File: src/rtl/reduce_adder_sched.sv
// Round-robin scheduler sharing one pipelined FP adder among reduction-table slots.
// Optional single-cycle AND/OR/MAX bypass ALU enabled by defining REDUCE_BYPASS_EN.
module reduce_adder_sched #(
  parameter int NumReq    = 4,
  parameter int IdxWidth  = 2,
  parameter int DataWidth = 32,
  parameter int OpWidth   = 4,
  parameter int Latency   = 14
) (
  input  logic                        clk,
  input  logic                        rst,
  input  logic [NumReq-1:0]           req,
  input  logic [NumReq*DataWidth-1:0] req_a,
  input  logic [NumReq*DataWidth-1:0] req_b,
  input  logic [NumReq*OpWidth-1:0]   req_op,
  output logic [NumReq-1:0]           grant,
  output logic [NumReq-1:0]           busy,
  output logic [DataWidth-1:0]        add_a,
  output logic [DataWidth-1:0]        add_b,
  input  logic [DataWidth-1:0]        add_sum,
  output logic                        wb_valid,
  output logic [IdxWidth-1:0]         wb_idx,
  output logic [DataWidth-1:0]        wb_data
);

  logic [IdxWidth-1:0]  rr;
  logic [Latency-1:0]   vpipe;
  logic [IdxWidth-1:0]  ipipe [Latency];
  logic [NumReq-1:0]    elig;
  logic [NumReq-1:0]    blocked;
  logic [NumReq-1:0]    wb_clr;
  logic [IdxWidth-1:0]  gidx;
  logic [IdxWidth-1:0]  cand;
  logic                 found;
  logic                 byp_grant;
  logic                 adder_fire;
  logic [DataWidth-1:0] sel_a;
  logic [DataWidth-1:0] sel_b;

`ifdef REDUCE_BYPASS_EN
  logic [OpWidth-1:0]   sel_op;
  logic                 byp_valid;
  logic [IdxWidth-1:0]  byp_idx;
  logic [DataWidth-1:0] byp_data;
  logic [DataWidth-1:0] alu_res;

  function automatic logic is_byp(input logic [OpWidth-1:0] op);
    return (op == OpWidth'(1)) || (op == OpWidth'(2)) || (op == OpWidth'(3));
  endfunction

  // Bypass ops yield to an adder result landing in the following cycle.
  always_comb begin
    blocked = '0;
    for (int unsigned i = 0; i < NumReq; i++) begin
      blocked[i] = vpipe[Latency-2] && is_byp(req_op[i*OpWidth +: OpWidth]);
    end
  end

  assign sel_op    = req_op[gidx*OpWidth +: OpWidth];
  assign byp_grant = found && is_byp(sel_op);

  always_comb begin
    alu_res = '0;
    case (sel_op)
      OpWidth'(1): alu_res = sel_a & sel_b;
      OpWidth'(2): alu_res = sel_a | sel_b;
      OpWidth'(3): alu_res = (sel_a > sel_b) ? sel_a : sel_b;
      default:     alu_res = '0;
    endcase
  end

  always_ff @(posedge clk) begin
    if (rst) begin
      byp_valid <= 1'b0;
      byp_idx   <= '0;
      byp_data  <= '0;
    end else begin
      byp_valid <= byp_grant;
      byp_idx   <= gidx;
      byp_data  <= alu_res;
    end
  end

  assign wb_valid = vpipe[Latency-1] | byp_valid;
  assign wb_idx   = byp_valid ? byp_idx : ipipe[Latency-1];
  assign wb_data  = byp_valid ? byp_data : (vpipe[Latency-1] ? add_sum : '0);
`else
  logic unused_op;
  assign unused_op = ^req_op;
  assign blocked   = '0;
  assign byp_grant = 1'b0;
  assign wb_valid  = vpipe[Latency-1];
  assign wb_idx    = ipipe[Latency-1];
  assign wb_data   = vpipe[Latency-1] ? add_sum : '0;
`endif

  assign elig = req & ~busy & ~blocked;

  always_comb begin
    found = 1'b0;
    gidx  = '0;
    cand  = '0;
    for (int unsigned k = 0; k < NumReq; k++) begin
      cand = rr + IdxWidth'(k);
      if (!found && elig[cand]) begin
        found = 1'b1;
        gidx  = cand;
      end
    end
  end

  assign sel_a      = req_a[gidx*DataWidth +: DataWidth];
  assign sel_b      = req_b[gidx*DataWidth +: DataWidth];
  assign adder_fire = found && !byp_grant;
  assign grant      = found ? (NumReq'(1) << gidx) : '0;
  assign add_a      = adder_fire ? sel_a : '0;
  assign add_b      = adder_fire ? sel_b : '0;
  assign wb_clr     = wb_valid ? (NumReq'(1) << wb_idx) : '0;

  always_ff @(posedge clk) begin
    if (rst) begin
      rr    <= '0;
      vpipe <= '0;
      busy  <= '0;
      for (int unsigned i = 0; i < Latency; i++) ipipe[i] <= '0;
    end else begin
      vpipe    <= {vpipe[Latency-2:0], adder_fire};
      ipipe[0] <= gidx;
      for (int unsigned i = 1; i < Latency; i++) ipipe[i] <= ipipe[i-1];
      busy     <= (busy & ~wb_clr) | grant;
      if (found) rr <= gidx + IdxWidth'(1);
    end
  end

endmodule

File: config.mk
export PLATFORM = sky130hd
export DESIGN_NAME = reduce_adder_sched
export DESIGN_NICKNAME = d
export VERILOG_FILES = /design/src/rtl/reduce_adder_sched.sv
export SDC_FILE = /design/constraint.sdc
export NUM_CORES = 1
export LEC_CHECK = 0
export CAP_MARGIN = 20
export CORE_AREA = 3 3 160 162
export CTS_CLUSTER_DIAMETER = 30
export CTS_CLUSTER_SIZE = 25
export DETAILED_ROUTE_END_ITERATION = 8
export DIE_AREA = 0 0 163 165
export DONT_BUFFER_PORTS = 1
export GPL_ROUTABILITY_DRIVEN = 1
export PLACE_DENSITY_LB_ADDON = 0.05
export SYNTH_ARGS = -nofsm -noshare
export SYNTH_HDL_FRONTEND = slang
export SYNTH_SLANG_ARGS = --single-unit
export TNS_END_PERCENT = 5
File: constraint.sdc
create_clock -name clk -period 3 [get_ports clk]
set_input_delay 0.6 -clock clk [delete_from_list [all_inputs] [get_ports clk]]
set_output_delay 0.6 -clock clk [all_outputs]
set_load 0.05 [all_outputs]
==> results.json <==
{
  "ys_seq_area_share_pct": 23.9,
  "yosys.area.top_type": "dfxtp_1",
  "arrival_ns": 2.26,
  "dp_hpwl_mm": 15.6,
  "drive_above_1_share_pct": 18.6,
  "rsz0062_at_grt": "no",
  "ant_nets": 0,
  "netlist.area_leader.share_pct": 23.9,
  "grt_max_degree": 66,
  "synth_top_flop_cell": "dfxtp_1",
  "worstPathRequired_ns": 2.40,
  "drt_wl_total_mm": 21.5,
  "via_per_inst": 5.26,
  "yosysMostFrequentCell": "nand4_1",
  "vias": 4844,
  "post_cts_resized": 0,
  "die_h_um": 165,
  "syn_area_um2": 4020,
  "cp-start-kind": "flop",
  "path_delay_family": "compound AO/OA/AOI/OAI gates",
  "max-vdd-ir-drop_mv": 0.252,
  "ys_warn_count": 0,
  "status": "completed",
  "async_flop_share_pct": 0,
  "finalHoldViolations": 0,
  "hp-class": "in2reg",
  "dieArea_um2": 26900,
  "grt_usage_pct": 14.2,
  "fin_util_pct": 21.7,
  "finalCritPeriodShare_pct": 95.4,
  "synth.avg_cell_area_um2": 7.05,
  "slew_viol_final": 0,
  "antenna_found_initial": 1,
  "synth.area.top_cells": "dfxtp_1 24%, nand4_1 20%, o2111ai_1 14%",
  "crit_path_max_incr_delay_ns": 0.45,
  "grt_pass1_vias": 4693,
  "hold_buffers": 0,
  "place_inst": 912,
  "finClkSkew_ns": 0.00417,
  "grt_pass1_wl_mm": 29.8,
  "crit_chain": "nand2b_1 > o41ai_2 > buf_12 > o21ai_1 > o2111ai_1 > buf_4",
  "slowest_stage": "o41ai_2",
  "relSlewSlack_pct": 46.8,
  "finalSetupViolCount": 0,
  "synth_commonest_cells": "128 x nand4_1, 70 x inv_1, 64 x o2111ai_1",
  "postSynthCellCount": 570,
  "cts_tree": "yes",
  "fillers": 2731,
  "grt-ovfl-total": 0,
  "worst_pin_slew_ns": 0.797,
  "first_pass_iters": 5,
  "wl_per_cell_um": 23.4,
  "instances_no_fill": 921,
  "worst-r2r-setup-slack_ns": 1.21,
  "path_max_fanout": 65,
  "tns_ns": 0,
  "worstSkewPairLatency_ns": 0.29,
  "syn_to_final_growth_pct": 31.2,
  "p_leak_nw": 2.03,
  "nNetsFinal": 905,
  "drv_cap": 0,
  "fmax_mhz": 349,
  "min_period_ns": 2.86,
  "crit_type": "reg2out",
  "num_io_pins": 417,
  "ys_ff_latch": 48,
  "clock_path_buffers": 2,
  "end_kind": "primary output",
  "final_area_um2": 5270,
  "start_util_pct": 16.6,
  "synthDistinctLibCells": 34,
  "io_buffers": 0,
  "h-tree-depth": 2,
  "clk_pin_slew_ns": 0.06,
  "synth_nets": 880,
  "drt_iter0_markers": 366,
  "synth-edff-count": 0,
  "p_per_area_nw_per_um2": 756,
  "coreArea_um2": 24200,
  "placementRows": 57,
  "cp_num_buf_inv": 2,
  "cts_num_sinks": 48,
  "fp.dieW_um": 163,
  "finalWeightedCongestion": 0.758,
  "cts_buffers": 5,
  "cts-root-buf": "clkbuf_16",
  "post-cts-setup-buffer-count": 0,
  "power_w": 0.00398,
  "drcViolationCount": 0,
  "placed_area_um2": 5110
}
sequential cells by signal (all words and copies together) (netlist names):
register	cells
ipipe	28
vpipe	14
busy	4
rr	2
metrics by stage:
| stage | setup slack [ns] | hold WS, ns |
|---|---|---|
| 2_1_floorplan | 0.0319 | 0.414 |
| 3_3_place_gp | 0.195 | 0.417 |
| 3_5_place_dp | 0.222 | 0.420 |
| 4_1_cts | 0.146 | 0.370 |
| 5_1_grt | 0.00938 | 0.359 |
| 6_report | 0.138 | 0.379 |
kinds of logic after synthesis:
logic type	synth area share (%)
AND/OR/NAND/NOR	35.6
buffers and inverters	15.7
flip-flops	23.9
AO/OA/AOI/OAI	24.9
worst paths after layout:
| kind | start | endpoint | depth (start not counted) |
|---|---|---|---|
| max | busy[0] | add_a[20] | 6 |
| min | rst | ipipe[1][1] | 1 |
| min reg2reg | ipipe[0][15] | ipipe[1][1] | 1 |
| max reg2reg | busy[0] | busy[2] | 5 |
power by group:
part	total, W	internal [W]	switching (W)
Combinational	0.00267	0.000824	0.00185
Clock	0.000629	0.000392	0.000237
Sequential	0.000685	0.000663	0.0000221
area by class of cell:
type / instances / area (um^2) / area share, %
Clock inverter: 2 / 35.0 / 0.664
Sequential cell: 48 / 961 / 18.2
Timing Repair Buffer: 94 / 981 / 18.6
Clock buffer: 6 / 129 / 2.44
Inverter: 70 / 263 / 4.98
Antenna cell: 1 / 2.50 / 0.0475
Tap cell: 324 / 405 / 7.69
Multi-Input combinational cell: 376 / 2500 / 47.3
placed cells by master, fill, tap and decap left out, drive strengths merged, types with 2 or more instances in the layout:
master,instances
nor3,4
nand2,2
inv,70
a21oi,6
nand2b,3
clkbuf,6
nand4,128
o21ai,70
and2,32
nor2b,45
o2111ai,64
buf,94
nor2,6
o31ai,2
nand3,2
dfxtp,48
routing by layer:
| layer | global-route usage [%] | vias to the layer above | wire length [um] |
|---|---|---|---|
| met1 | 18.2 | 2321 | 8810 |
| met3 | 2.63 | 25 | 1670 |
| met2 | 24.9 | 305 | 10800 |
| li1 | - | 2193 | - |
| met5 | 0 | - | 0 |
| met4 | 2.50 | 0 | 223 |
Power figures use the tool's default switching activity.
